<file path="src/rtl/rv_pipe_pkg.sv">
// Shared pipeline definitions for the RV32I core: opcodes, the canonical NOP and
// hazard controller state encoding.
package rv_pipe_pkg;

  localparam logic [6:0] OP     = 7'b0110011;
  localparam logic [6:0] OP_IMM = 7'b0010011;
  localparam logic [6:0] LOAD   = 7'b0000011;
  localparam logic [6:0] STORE  = 7'b0100011;
  localparam logic [6:0] BRANCH = 7'b1100011;
  localparam logic [6:0] JAL    = 7'b1101111;
  localparam logic [6:0] JALR   = 7'b1100111;
  localparam logic [6:0] LUI    = 7'b0110111;
  localparam logic [6:0] AUIPC  = 7'b0010111;

  localparam logic [31:0] NOP_INSN = 32'h0000_0013;

  typedef enum logic [1:0] {
    RUN,
    MEM_WAIT,
    HALT
  } hz_state_e;

endpackage

</file>
<file path="src/rtl/hazard_ctrl_if.sv">
// Pipeline-side bundle of hazard inputs and stage-register controls.
interface hazard_ctrl_if #(
  parameter int unsigned CNT_W = 32
);
  logic             i_id_vld;
  logic [31:0]      i_id_instr;
  logic             i_ex_is_load;
  logic             i_ex_rd_wren;
  logic [4:0]       i_ex_rd;
  logic             i_ex_br_taken;
  logic             i_lsu_req;
  logic             i_lsu_ack;
  logic             o_pc_en;
  logic             o_if_id_en;
  logic             o_if_id_bubble;
  logic             o_id_ex_en;
  logic             o_id_ex_bubble;
  logic             o_ex_mem_en;
  logic             o_mem_wb_en;
  logic             o_halted;
  logic             o_mem_err;
  logic [CNT_W-1:0] o_stall_cnt;
  logic [CNT_W-1:0] o_flush_cnt;

  // Pipeline datapath side.
  modport master (
    output i_id_vld, i_id_instr, i_ex_is_load, i_ex_rd_wren, i_ex_rd, i_ex_br_taken,
           i_lsu_req, i_lsu_ack,
    input  o_pc_en, o_if_id_en, o_if_id_bubble, o_id_ex_en, o_id_ex_bubble, o_ex_mem_en,
           o_mem_wb_en, o_halted, o_mem_err, o_stall_cnt, o_flush_cnt
  );

  // Hazard controller side.
  modport slave (
    input  i_id_vld, i_id_instr, i_ex_is_load, i_ex_rd_wren, i_ex_rd, i_ex_br_taken,
           i_lsu_req, i_lsu_ack,
    output o_pc_en, o_if_id_en, o_if_id_bubble, o_id_ex_en, o_id_ex_bubble, o_ex_mem_en,
           o_mem_wb_en, o_halted, o_mem_err, o_stall_cnt, o_flush_cnt
  );
endinterface

</file>
<file path="src/rtl/hz_lu_detect.sv">
// Load-use hazard detector: decodes which source registers the ID instruction
// reads and matches them against a pending load destination in EX.
module hz_lu_detect
  import rv_pipe_pkg::*;
(
  input  logic        i_id_vld,
  input  logic [31:0] i_id_instr,
  input  logic        i_ex_is_load,
  input  logic        i_ex_rd_wren,
  input  logic [4:0]  i_ex_rd,
  output logic        o_lu_hazard
);

  logic [6:0] opcode;
  logic [4:0] rs1;
  logic [4:0] rs2;
  logic       rs1_used;
  logic       rs2_used;
  logic       unused_instr;

  assign opcode       = i_id_instr[6:0];
  assign rs1          = i_id_instr[19:15];
  assign rs2          = i_id_instr[24:20];
  assign unused_instr = ^{i_id_instr[31:25], i_id_instr[14:7]};

  always_comb begin
    rs1_used = 1'b1;
    rs2_used = 1'b0;
    case (opcode)
      LUI, AUIPC, JAL:   rs1_used = 1'b0;
      OP, STORE, BRANCH: rs2_used = 1'b1;
      default:           ;
    endcase
  end

  assign o_lu_hazard = i_id_vld & i_ex_is_load & i_ex_rd_wren & (i_ex_rd != 5'd0) &
                       ((rs1_used & (rs1 == i_ex_rd)) | (rs2_used & (rs2 == i_ex_rd)));

endmodule

</file>
<file path="src/rtl/hazard_ctrl.sv">
// Stall/flush controller for the 5-stage pipeline with a memory-wait watchdog.
// Stage controls are combinational; state and counters are registered.
module hazard_ctrl
  import rv_pipe_pkg::*;
#(
  parameter int unsigned TIMEOUT = 64,
  parameter int unsigned CNT_W   = 32
) (
  input  logic          i_clk,
  input  logic          i_rst_n,
  hazard_ctrl_if.slave  hz
);

  localparam int unsigned WaitW = $clog2(TIMEOUT + 1);

  hz_state_e        state_q, state_d;
  logic [WaitW-1:0] wait_q, wait_d;
  logic             mem_err_q;
  logic [CNT_W-1:0] stall_q, flush_q;
  logic             freeze, lu_hazard, stall_inc, flush_inc;
  logic             pc_en, if_id_en, if_id_bubble, id_ex_en, id_ex_bubble, down_en;

  hz_lu_detect u_lu_detect (
    .i_id_vld     (hz.i_id_vld),
    .i_id_instr   (hz.i_id_instr),
    .i_ex_is_load (hz.i_ex_is_load),
    .i_ex_rd_wren (hz.i_ex_rd_wren),
    .i_ex_rd      (hz.i_ex_rd),
    .o_lu_hazard  (lu_hazard)
  );

  always_comb begin
    state_d      = state_q;
    wait_d       = wait_q;
    freeze       = 1'b0;
    stall_inc    = 1'b0;
    flush_inc    = 1'b0;
    pc_en        = 1'b0;
    if_id_en     = 1'b0;
    if_id_bubble = 1'b0;
    id_ex_en     = 1'b0;
    id_ex_bubble = 1'b0;
    down_en      = 1'b0;

    case (state_q)
      RUN: begin
        if (hz.i_lsu_req && !hz.i_lsu_ack) begin
          freeze  = 1'b1;
          state_d = MEM_WAIT;
          wait_d  = WaitW'(1);
        end
      end
      MEM_WAIT: begin
        // An ack in the timeout cycle still releases the pipeline.
        if (hz.i_lsu_ack) begin
          state_d = RUN;
          wait_d  = '0;
        end else begin
          freeze = 1'b1;
          if (wait_q == WaitW'(TIMEOUT)) begin
            state_d = HALT;
          end else begin
            wait_d = wait_q + 1'b1;
          end
        end
      end
      HALT:    ;
      default: state_d = RUN;
    endcase

    if (!i_rst_n || state_q == HALT) begin
      // Everything held.
    end else if (freeze) begin
      stall_inc = 1'b1;
    end else if (hz.i_ex_br_taken) begin
      flush_inc    = 1'b1;
      pc_en        = 1'b1;
      if_id_en     = 1'b1;
      if_id_bubble = 1'b1;
      id_ex_en     = 1'b1;
      id_ex_bubble = 1'b1;
      down_en      = 1'b1;
    end else if (lu_hazard) begin
      stall_inc    = 1'b1;
      id_ex_en     = 1'b1;
      id_ex_bubble = 1'b1;
      down_en      = 1'b1;
    end else begin
      pc_en    = 1'b1;
      if_id_en = 1'b1;
      id_ex_en = 1'b1;
      down_en  = 1'b1;
    end
  end

  always_ff @(posedge i_clk) begin
    if (!i_rst_n) begin
      state_q   <= RUN;
      wait_q    <= '0;
      mem_err_q <= 1'b0;
      stall_q   <= '0;
      flush_q   <= '0;
    end else begin
      state_q   <= state_d;
      wait_q    <= wait_d;
      mem_err_q <= (state_d == HALT) && (state_q != HALT);
      if (stall_inc && (stall_q != '1)) stall_q <= stall_q + 1'b1;
      if (flush_inc && (flush_q != '1)) flush_q <= flush_q + 1'b1;
    end
  end

  assign hz.o_pc_en        = pc_en;
  assign hz.o_if_id_en     = if_id_en;
  assign hz.o_if_id_bubble = if_id_bubble;
  assign hz.o_id_ex_en     = id_ex_en;
  assign hz.o_id_ex_bubble = id_ex_bubble;
  assign hz.o_ex_mem_en    = down_en;
  assign hz.o_mem_wb_en    = down_en;
  assign hz.o_halted       = (state_q == HALT);
  assign hz.o_mem_err      = mem_err_q;
  assign hz.o_stall_cnt    = stall_q;
  assign hz.o_flush_cnt    = flush_q;

endmodule

</file>
<file path="src/flat_wrapper.sv">
// flat-port wrapper written by rule: the top's interface ports become plain ports
module hazard_ctrl_flat import rv_pipe_pkg::*;
#(
  parameter int unsigned TIMEOUT = 64,
  parameter int unsigned CNT_W   = 32
)
  (i_clk, i_rst_n, hz_i_id_vld, hz_i_id_instr, hz_i_ex_is_load, hz_i_ex_rd_wren, hz_i_ex_rd, hz_i_ex_br_taken, hz_i_lsu_req, hz_i_lsu_ack, hz_o_pc_en, hz_o_if_id_en, hz_o_if_id_bubble, hz_o_id_ex_en, hz_o_id_ex_bubble, hz_o_ex_mem_en, hz_o_mem_wb_en, hz_o_halted, hz_o_mem_err, hz_o_stall_cnt, hz_o_flush_cnt);
  hazard_ctrl_if #(.CNT_W(CNT_W)) hz_i ();
  input  logic i_clk;
  input  logic i_rst_n;
  input wire logic [$bits(hz_i.i_id_vld)-1:0] hz_i_id_vld;
  input wire logic [$bits(hz_i.i_id_instr)-1:0] hz_i_id_instr;
  input wire logic [$bits(hz_i.i_ex_is_load)-1:0] hz_i_ex_is_load;
  input wire logic [$bits(hz_i.i_ex_rd_wren)-1:0] hz_i_ex_rd_wren;
  input wire logic [$bits(hz_i.i_ex_rd)-1:0] hz_i_ex_rd;
  input wire logic [$bits(hz_i.i_ex_br_taken)-1:0] hz_i_ex_br_taken;
  input wire logic [$bits(hz_i.i_lsu_req)-1:0] hz_i_lsu_req;
  input wire logic [$bits(hz_i.i_lsu_ack)-1:0] hz_i_lsu_ack;
  output wire logic [$bits(hz_i.o_pc_en)-1:0] hz_o_pc_en;
  output wire logic [$bits(hz_i.o_if_id_en)-1:0] hz_o_if_id_en;
  output wire logic [$bits(hz_i.o_if_id_bubble)-1:0] hz_o_if_id_bubble;
  output wire logic [$bits(hz_i.o_id_ex_en)-1:0] hz_o_id_ex_en;
  output wire logic [$bits(hz_i.o_id_ex_bubble)-1:0] hz_o_id_ex_bubble;
  output wire logic [$bits(hz_i.o_ex_mem_en)-1:0] hz_o_ex_mem_en;
  output wire logic [$bits(hz_i.o_mem_wb_en)-1:0] hz_o_mem_wb_en;
  output wire logic [$bits(hz_i.o_halted)-1:0] hz_o_halted;
  output wire logic [$bits(hz_i.o_mem_err)-1:0] hz_o_mem_err;
  output wire logic [$bits(hz_i.o_stall_cnt)-1:0] hz_o_stall_cnt;
  output wire logic [$bits(hz_i.o_flush_cnt)-1:0] hz_o_flush_cnt;
  assign hz_i.i_id_vld = hz_i_id_vld;
  assign hz_i.i_id_instr = hz_i_id_instr;
  assign hz_i.i_ex_is_load = hz_i_ex_is_load;
  assign hz_i.i_ex_rd_wren = hz_i_ex_rd_wren;
  assign hz_i.i_ex_rd = hz_i_ex_rd;
  assign hz_i.i_ex_br_taken = hz_i_ex_br_taken;
  assign hz_i.i_lsu_req = hz_i_lsu_req;
  assign hz_i.i_lsu_ack = hz_i_lsu_ack;
  assign hz_o_pc_en = hz_i.o_pc_en;
  assign hz_o_if_id_en = hz_i.o_if_id_en;
  assign hz_o_if_id_bubble = hz_i.o_if_id_bubble;
  assign hz_o_id_ex_en = hz_i.o_id_ex_en;
  assign hz_o_id_ex_bubble = hz_i.o_id_ex_bubble;
  assign hz_o_ex_mem_en = hz_i.o_ex_mem_en;
  assign hz_o_mem_wb_en = hz_i.o_mem_wb_en;
  assign hz_o_halted = hz_i.o_halted;
  assign hz_o_mem_err = hz_i.o_mem_err;
  assign hz_o_stall_cnt = hz_i.o_stall_cnt;
  assign hz_o_flush_cnt = hz_i.o_flush_cnt;
  hazard_ctrl #(.TIMEOUT(TIMEOUT), .CNT_W(CNT_W)) u_core (.i_clk(i_clk), .i_rst_n(i_rst_n), .hz(hz_i));
endmodule
</file>
<file path="config.mk">
export PLATFORM = sky130hd
export DESIGN_NAME = hazard_ctrl_flat
export DESIGN_NICKNAME = d
export VERILOG_FILES = /design/src/rtl/rv_pipe_pkg.sv /design/src/rtl/hazard_ctrl_if.sv /design/src/rtl/hz_lu_detect.sv /design/src/rtl/hazard_ctrl.sv /design/src/flat_wrapper.sv
export SDC_FILE = /design/constraint.sdc
export NUM_CORES = 1
export LEC_CHECK = 0
export CAP_MARGIN = 20
export CORE_MARGIN = 2
export CORE_UTILIZATION = 40
export DETAILED_ROUTE_END_ITERATION = 16
export PLACE_DENSITY = 0.81
export SLEW_MARGIN = 20
export SYNTH_ARGS = -nofsm -noshare
export SYNTH_HDL_FRONTEND = slang
export SYNTH_SLANG_ARGS = --single-unit
</file>
<file path="constraint.sdc">
create_clock -name i_clk -period 2.6 [get_ports i_clk]
set_input_delay 0.39 -clock i_clk [delete_from_list [all_inputs] [get_ports i_clk]]
set_output_delay 0.39 -clock i_clk [all_outputs]
set_load 0.01 [all_outputs]
</file>
# --- After elaboration in Yosys (flattened, before gate mapping) ---
# Cells that the tools add are included.
# Widths: inputs -> output; s select.
totals:
  register_bits: 74
  in_bits: 45
  out_inout_bits: 73
  wordCells: 74
classes:
  add_sub_neg: 3
  n_eq_ne: 17
  mux: 29
  n_bitwise: 7
  reduce_logical: 13
ops:
  columns: ["op", "n"]
  rows:
  - ["$add 32x1->32 const B", 2]
  - ["$ne 32x32->1 const B", 2]
  - ["$eq 7x6->1 const B", 3]
  - ["$eq 7x7->1 const B", 3]
  - ["$mux 7", 3]
  - ["$mux 1", 20]
  - ["$pmux 7 s2", 1]
  - ["$eq 5x5->1", 2]
  - ["$add 7x1->7 const B", 1]
  - ["$eq 7x5->1 const B", 1]
  - ["$and 1x1->1", 6]
  - ["$mux 2", 3]
  - ["$pmux 2 s3", 1]
  - ["$reduce_or 3->1", 2]
  - ["$reduce_bool 5->1", 1]
  - ["$eq 2x2->1 const B", 2]
  - ["$logic_and 1x1->1", 4]
  - ["$ne 3x3->1 const B", 1]
  - ["$reduce_and 3->1", 1]
  - ["$eq 2x1->1 const B", 1]
  - ["$logic_not 1->1", 2]
  - ["$logic_not 2->1", 1]
  - ["$ne 2x1->1 const B", 1]
  - ["$ne 2x2->1 const B", 1]
  - ["4 further kinds", 4]

# --- Longest topological paths before layout ---
# Gate-level depths: netlist of run 1.
logic_depth:
  word_depth: 11
  depth_mapped: 9
  depth_no_buf: 8

# --- Hierarchy ---
# Synthesis of run 1 repeated with hierarchy kept, for this count alone.
hier_totals:
  hier_cells: 497
  hier_area_um2: 4121.5
by_module_without_submodules:
  columns: ["mod", "instances", "cells_each", "area_per_inst_um2", "seq_area_each_um2"]
  rows:
  - ["hazard_ctrl", 1, 474, 3947.5, 1481.4]
  - ["hz_lu_detect", 1, 23, 173.9, 0.0]

# --- Worst setup path after synthesis of run 1 ---
# No wires, ideal clock.
synth_path:
  kind: "reg2reg"
  from: "register u_core.flush_q[0], in the netlist u_core.hz.o_flush_cnt[0]"
  to: "register u_core.flush_q[11], in the netlist u_core.hz.o_flush_cnt[11]"
  setup_time_ns: 0.128
  arrival_ns: 1.955
  required_time_ns: 2.472
  slack_ns: 0.518
  stages_incl_launch_ff: 9
  n_path_buf: 0
  synth_period_minus_slack_ns: 2.082
  path_cell_list: "dfxtp_1 ha_1 and4_1 nand3_1 nor4b_1 nor2_1 nand4_1 xor2_1 nor2_1"
synth_via:
  elab_chain_len: 2
synth_lines:
  columns: ["item", "line_no", "rtl"]
  rows:
  - ["start, declared", "hazard_ctrl.sv:19", "logic [CNT_W-1:0] stall_q, flush_q;"]
  - ["start signal, assigned", "hazard_ctrl.sv:108", "if (flush_inc && (flush_q != '1)) flush_q <= flush_q + 1'b1;"]
  - ["parallel branches: the longest is 2 deep, another holds $add 32x1->32", null, null]
# Parallel ways; which one is timed is not known.
# A chain may end at the register's enable or synchronous reset.

# --- Final worst setup path of run 1 ---
layout_path:
  from: "input port hz_i_lsu_ack"
  to: "output port hz_o_id_ex_en"
layout_via:
  elab_chain_len: 6
layout_lines:
  columns: ["item", "line_no", "rtl"]
  rows:
  - ["start, declared", "flat_wrapper.sv:18", "input wire logic [$bits(hz_i.i_lsu_ack)-1:0] hz_i_lsu_ack;"]
  - ["$logic_not 1->1", "hazard_ctrl.sv:47", "if (hz.i_lsu_req && !hz.i_lsu_ack) begin"]
  - ["$logic_and 1x1->1", "hazard_ctrl.sv:47", null]
  - ["$mux 1", "hazard_ctrl.sv:47", null]
  - ["$pmux 1 s2 (*)", "hazard_ctrl.sv:45", "case (state_q)"]
  - ["$mux 1 (*)", "hazard_ctrl.sv:73", "end else if (freeze) begin"]
  - ["$mux 1 (*)", "hazard_ctrl.sv:71", "if (!i_rst_n || state_q == HALT) begin"]
  - ["end, declared", "flat_wrapper.sv:22", "output wire logic [$bits(hz_i.o_id_ex_en)-1:0] hz_o_id_ex_en;"]
# Mark *: on every way between the ends. The rest lies on a longest branch, timed or not.

==> out/qor.yml, run 1 <==
setup_viol: 0
reg2reg_depth: 7
critPathKind: "in2out"
startpoint_type: "input port"
cp_max_fo: 5
drc: 0
coreArea_um2: 9240
io_pins: 118
slowest_delay_ns: 0.50
clkSinkCount: 74
crit_path_end_kind: "output pin"
crit_chain: "clkdlybuf4s50_1, o21bai_2, buf_4, o211ai_1, inv_1, clkdlybuf4s50_1"
grt_max_degree: 35
area_growth_pct: 39.7
dieArea_um2: 10400
fillers: 836
hold_buffers: 0
crit_path_frequent_cell: "clkdlybuf4s50_1"
synth.avg_cell_area_um2: 8.16
worst_slack_ns: 0.0813
syn-instance-count: 468
antenna_cells: 0
start_util_pct: 41.4
critical_path_required_ns: 2.21
wl_um: 9970
dp_worst_setup_slack_ns: -0.299
worst_hold_slack_ns: 0.507
ys_warn_count: 0
synth_edf_count: 0
cts_tree: "built"
outcome: "completed"
ant_nets: 0
cts_buffer_depth: 2
syn-num-nets: 517
dpl.hpwl_um: 7490
multi_input_area_um2: 2220
ys_seq_elements: 74
finalCoreUtilization_pct: 57.8
hold_path_depth: 2
synth_cell_type_count: 49
r2r_end: "u_core.hz.o_stall_cnt[25]"
seqCellArea_um2: 1480
cp_slowest_cell: "clkdlybuf4s50_1"
synth_area_um2: 3820
root_buffer: "clkbuf_8"
drive_above_1_share_pct: 9.23
fin_skew_ns: 0.0170
io_buffers: 102
holdPathEnd: "u_core.hz.o_stall_cnt[18]"
vias: 3814
rows: 35
fmax_mhz: 397
max_cap_violations: 0
min-delay-start: "u_core.hz.o_stall_cnt[18]"
final_common_cell: "clkdlybuf4s50_1"
period_needed_ns: 2.52
mostFrequentLayoutCells: "98 x clkdlybuf4s50_1, 73 x dfxtp_1, 50 x nor2_1, 36 x nand2_1, 35 x nand3_1"
numCtsBuffers: 9
grt_first_pass_wirelength_um: 15900
synthArstFlopShare_pct: 0
ys_seq_area_share_pct: 38.8
timing.slew.headroom_pct: 63.0
place_congestion: 0.881
antenna_found_initial: 0
overflow: 0
dr.pass1.iters: 4
rrSetupSlack_ns: 0.38
grt_usage_pct: 18.9
irDropWorstVdd_v: 0.000341
fp.dieW_um: 102
grt_pass1_vias: 3606
ys.flop_type: "dfxtp_1"
final.setup.tns_ns: 0
rsz0062_at_grt: "no"
crit_arrival_ns: 2.13
htree_levels: 3
die_h_um: 102
worstMarginPinSlew_ns: 0.549
hold_viol: 0
drt_iter0_drc: 125
cellPowerDensity_nw_per_um2: 415
p_leak_nw: 1.83
min_period_over_period_pct: 96.9
insertion_delay_ns: 0.35
drt-wirelength-per-cell_um: 13.7
report.final.slew_viol_count: 0
timing.rr.start: "u_core.hz.o_stall_cnt[15]"
fin_total_pwr_w: 0.00222
nNetsFinal: 640
worstHoldPathType: "reg2reg"
drt-vias-per-instance: 5.26
clk_transition_reported_paths_ns: 0.07
==> flip-flops by register name, indices dropped and copies added (netlist names) <==
signal                 cells
u_core.wait_q              7
u_core.hz.o_mem_err        1
u_core.state_q             2
u_core.hz.o_stall_cnt     32
u_core.hz.o_flush_cnt     32
==> synthesized netlist by cell type, types with 2 or more instances <==
| cell type | instances | area share, % |
|---|---|---|
| nor2_1 | 50 | 4.9 |
| nor4_1 | 4 | 0.65 |
| nor2b_1 | 2 | 0.33 |
| clkbuf_1 | 8 | 0.79 |
| nand4_1 | 18 | 2.9 |
| dfxtp_1 | 74 | 39 |
| or4_1 | 3 | 0.59 |
| nand4b_1 | 3 | 0.69 |
| nor4_2 | 2 | 0.65 |
| nor4b_1 | 2 | 0.46 |
| o21ai_2 | 2 | 0.46 |
| o211ai_1 | 4 | 0.79 |
| nand3_1 | 35 | 4.6 |
| o31ai_1 | 4 | 0.79 |
| ha_1 | 4 | 1.3 |
| xor2_1 | 23 | 5.3 |
| or3_1 | 22 | 3.6 |
| mux2i_1 | 8 | 2.1 |
| nand2_1 | 36 | 3.5 |
| inv_1 | 18 | 1.8 |
| and3_1 | 14 | 2.3 |
| o21ai_0 | 27 | 3.5 |
| nand2b_1 | 5 | 0.82 |
| and4_1 | 6 | 1.4 |
| buf_4 | 4 | 0.79 |
| and2_1 | 4 | 0.65 |
| nor3_1 | 12 | 1.6 |
| nor3b_1 | 3 | 0.59 |
| xnor2_1 | 19 | 4.4 |
| buf_1 | 2 | 0.20 |
| a21oi_1 | 32 | 4.2 |
==> routing by layer <==
layer  part of all wire, %  track usage [%]  up-vias
met1                    44             23.0     1780
met4                   1.3             6.34        0
li1                      -                -     1918
met3                   6.3             4.28       12
met5                     0                0        -
met2                    49             32.7      104
==> power by group <==
group	switching (W)	internal [W]	leakage, nW
Clock	0.000430	0.000445	0.0925
Combinational	0.0000920	0.000101	1.14
Sequential	0.00000991	0.00114	0.597
Total	0.000532	0.00168	1.83
==> cells by family after synthesis <==
kind of cell	count (synthesis)	synth area share [%]
AOI/OAI and AO/OA	81	13.0
xor gates and xnor gates	42	9.63
adders and majority gates	4	1.31
buffers and inverters	33	3.67
DFF	74	38.8
muxes	8	2.10
and+or+nand+nor	226	31.5
==> critical path, delay by kind of cell <==
kind	cells	cell delay (ns)
AO/OA/AOI/OAI	2	0.50
buffers and inverters	4	1.24
==> what timing repair did <==
action                                  4_1_cts  5_1_grt
gates resized for setup                       6        6
gates cloned                                  0        0
pin swaps                                     0        2
setup buffers                                 0        2
endpoints found under the setup margin        3        7
==> stage by stage <==
stage | instance area, µm² | instances
CTS | 5330 | 723
global placement | 5120 | 707
global route | 5340 | 725
finish | 5340 | 725
detailed placement | 5120 | 707
floorplan | 3820 | 468
==> final cells by class <==
class | count | area share [%]
inverter | 18 | 1.27
clock inverter | 6 | 1.27
clock buffer | 10 | 2.39
sequential | 74 | 27.8
multi-input combinational | 361 | 41.6
tap | 129 | 3.02
timing repair buffer | 127 | 22.7
==> how the worst max path moves through the flow <==
stage / from / to / slack (ns) / cells past startpoint
after global routing: hz_i_lsu_ack / hz_o_id_ex_en / 0.001 / 6
final: hz_i_lsu_ack / hz_o_id_ex_en / 0.08 / 6
after CTS: hz_i_id_instr[4] / hz_o_if_id_en / 0.02 / 7
after global placement: hz_i_id_instr[4] / hz_o_pc_en / -0.21 / 7
after detailed placement: hz_i_id_instr[4] / hz_o_if_id_en / -0.30 / 7
after floorplan: u_core.hz.o_flush_cnt[0] / u_core.hz.o_flush_cnt[11] / 0.52 / 8
No activity file was read; power rests on OpenSTA's default activity.
==> run 2, diff against run 1 <==
--- a/config.mk
+++ b/config.mk
@@ -5,10 +5,10 @@
 export SDC_FILE = /design/constraint.sdc
 export NUM_CORES = 1
 export LEC_CHECK = 0
-export CAP_MARGIN = 20
 export CORE_MARGIN = 2
 export CORE_UTILIZATION = 40
 export DETAILED_ROUTE_END_ITERATION = 16
+export MAX_ROUTING_LAYER = met4
 export PLACE_DENSITY = 0.81
 export SLEW_MARGIN = 20
 export SYNTH_ARGS = -nofsm -noshare
==> out/qor.yml, run 2 (synthesis gave the netlist of run 1 again) <==
drive_above_1_share_pct: 9.23  # unchanged
slowest_delay_ns: 0.50  # about the same
report.final.slew_viol_count: 0  # unchanged
grt_usage_pct: 19.5  # +0.60 points
cts_buffer_depth: 2  # unchanged
worst_slack_ns: 0.0730  # -0.00829 ns
crit_chain: "clkdlybuf4s50_1, o21bai_2, buf_4, o211ai_1, inv_1, clkdlybuf4s50_1"
insertion_delay_ns: 0.35  # about the same
setup_viol: 0  # unchanged
drt-vias-per-instance: 5.25  # -0.13%
root_buffer: "clkbuf_8"
place_congestion: 0.895  # +1.7%
min_period_over_period_pct: 97.2  # +0.32 points
cp_slowest_cell: "clkdlybuf4s50_1"
dp_worst_setup_slack_ns: -0.299  # unchanged
worstMarginPinSlew_ns: 0.547  # -0.00195 ns
max_cap_violations: 0  # unchanged
vias: 3809  # -0.13%
drc: 0  # unchanged
area_growth_pct: 39.7  # unchanged
grt_max_degree: 35  # unchanged
hold_buffers: 0  # unchanged
dpl_cell_area_um2: 5120  # unchanged
crit_path_end_kind: "output pin"
final_common_cell: "clkdlybuf4s50_1"
overflow: 0  # unchanged
cp_max_fo: 5  # unchanged
mostFrequentLayoutCells: "98 x clkdlybuf4s50_1, 73 x dfxtp_1, 50 x nor2_1, 36 x nand2_1, 35 x nand3_1"
wl_um: 9960  # about the same
io_buffers: 102  # unchanged
fin_skew_ns: 0.0170  # +0.0000146 ns
drt-wirelength-per-cell_um: 13.7  # about the same
antenna_found_initial: 0  # unchanged
multi_input_area_um2: 2220  # unchanged
startpoint_type: "input port"
rsz0062_at_grt: "no"
hold_viol: 0  # unchanged
io_pins: 118  # unchanged
fp.dieW_um: 102  # unchanged
fillers: 836  # unchanged
antenna_cells: 0  # unchanged
outcome: "completed"
ant_nets: 0  # unchanged
clkSinkCount: 74  # unchanged
irDropWorstVdd_v: 0.000340  # -0.33%
period_needed_ns: 2.53  # +0.00829 ns
numCtsBuffers: 9  # unchanged
clk_transition_reported_paths_ns: 0.07  # about the same
fin_area_um2: 5340  # unchanged
cts_tree: "built"
worstHoldPathType: "reg2reg"
seqCellArea_um2: 1480  # unchanged
dpl.hpwl_um: 7490  # unchanged
fmax_mhz: 396  # -0.33%
critical_path_required_ns: 2.21  # about the same
rows: 35  # unchanged
finalCoreUtilization_pct: 57.8  # unchanged
grt_pass1_vias: 3602  # -0.11%
cellPowerDensity_nw_per_um2: 415  # -0.10%
crit_arrival_ns: 2.14  # about the same
drt_iter0_drc: 127  # +1.6%
grt_first_pass_wirelength_um: 16000  # +0.13%
coreArea_um2: 9240  # unchanged
crit_path_frequent_cell: "clkdlybuf4s50_1"
dr.pass1.iters: 4  # unchanged
die_h_um: 102  # unchanged
dieArea_um2: 10400  # unchanged
fin_total_pwr_w: 0.00221  # -0.10%
p_leak_nw: 1.83  # unchanged
start_util_pct: 41.4  # unchanged
timing.slew.headroom_pct: 63.2  # +0.13 points
htree_levels: 3  # unchanged
nNetsFinal: 640  # unchanged
final.setup.tns_ns: 0  # unchanged
critPathKind: "in2out"
## run 2: cell counts in the layout (fill, tap and decap cells not counted)
Identical to the previous run, type by type.
## run 2: routing by layer
layer / up-vias / wire length [µm] / GRT usage, %
met1: 1784 / 4400 / 23.1
met3: 11 / 569 / 4.21
met2: 96 / 4880 / 32.7
met4: 0 / 116 / 6.34
li1: 1918 / - / -
met5: - / 0 / -
## run 2: per-stage QoR
stage	hold WS (ns)	cells
finish	0.507	725
global route	0.530	725
floorplan	0.471	468
CTS	0.511	723
detailed placement	0.498	707
global placement	0.476	707
## run 2: path summary, 6_finish.rpt
check,start,end,slack [ns],cells past startpoint
worst max-delay path,hz_i_lsu_ack,hz_o_id_ex_en,0.07,6
worst min-delay path,u_core.hz.o_stall_cnt[18],u_core.hz.o_stall_cnt[18],0.51,2
worst max register to register,u_core.hz.o_stall_cnt[15],u_core.hz.o_stall_cnt[25],0.38,7
worst min register to register,u_core.hz.o_stall_cnt[18],u_core.hz.o_stall_cnt[18],0.51,2
## run 2: power by group
group / switching, W / internal [W]
sequential: 0.00000997 / 0.00114
clock: 0.000427 / 0.000445
combinational: 0.0000920 / 0.000101
total: 0.000529 / 0.00168
## run 2: what timing repair did
item	CTS	global route
buffers inserted	0	2
setup endpoints to repair	3	7
gates resized for setup	6	6
pin swaps	0	2
## run 2: critical path: cells and delay by family
family / cells / cell delay, ns
AO/OA/AOI/OAI: 2 / 0.51
buffers and inverters: 4 / 1.25
## run 2: layout make-up
| class | count | area share (%) |
|---|---|---|
| Clock buffer | 10 | 2.39 |
| Clock inverter | 6 | 1.27 |
| Inverter | 18 | 1.27 |
| Multi-Input combinational cell | 361 | 41.6 |
| Sequential cell | 74 | 27.8 |
| Tap cell | 129 | 3.02 |
| Timing Repair Buffer | 127 | 22.7 |
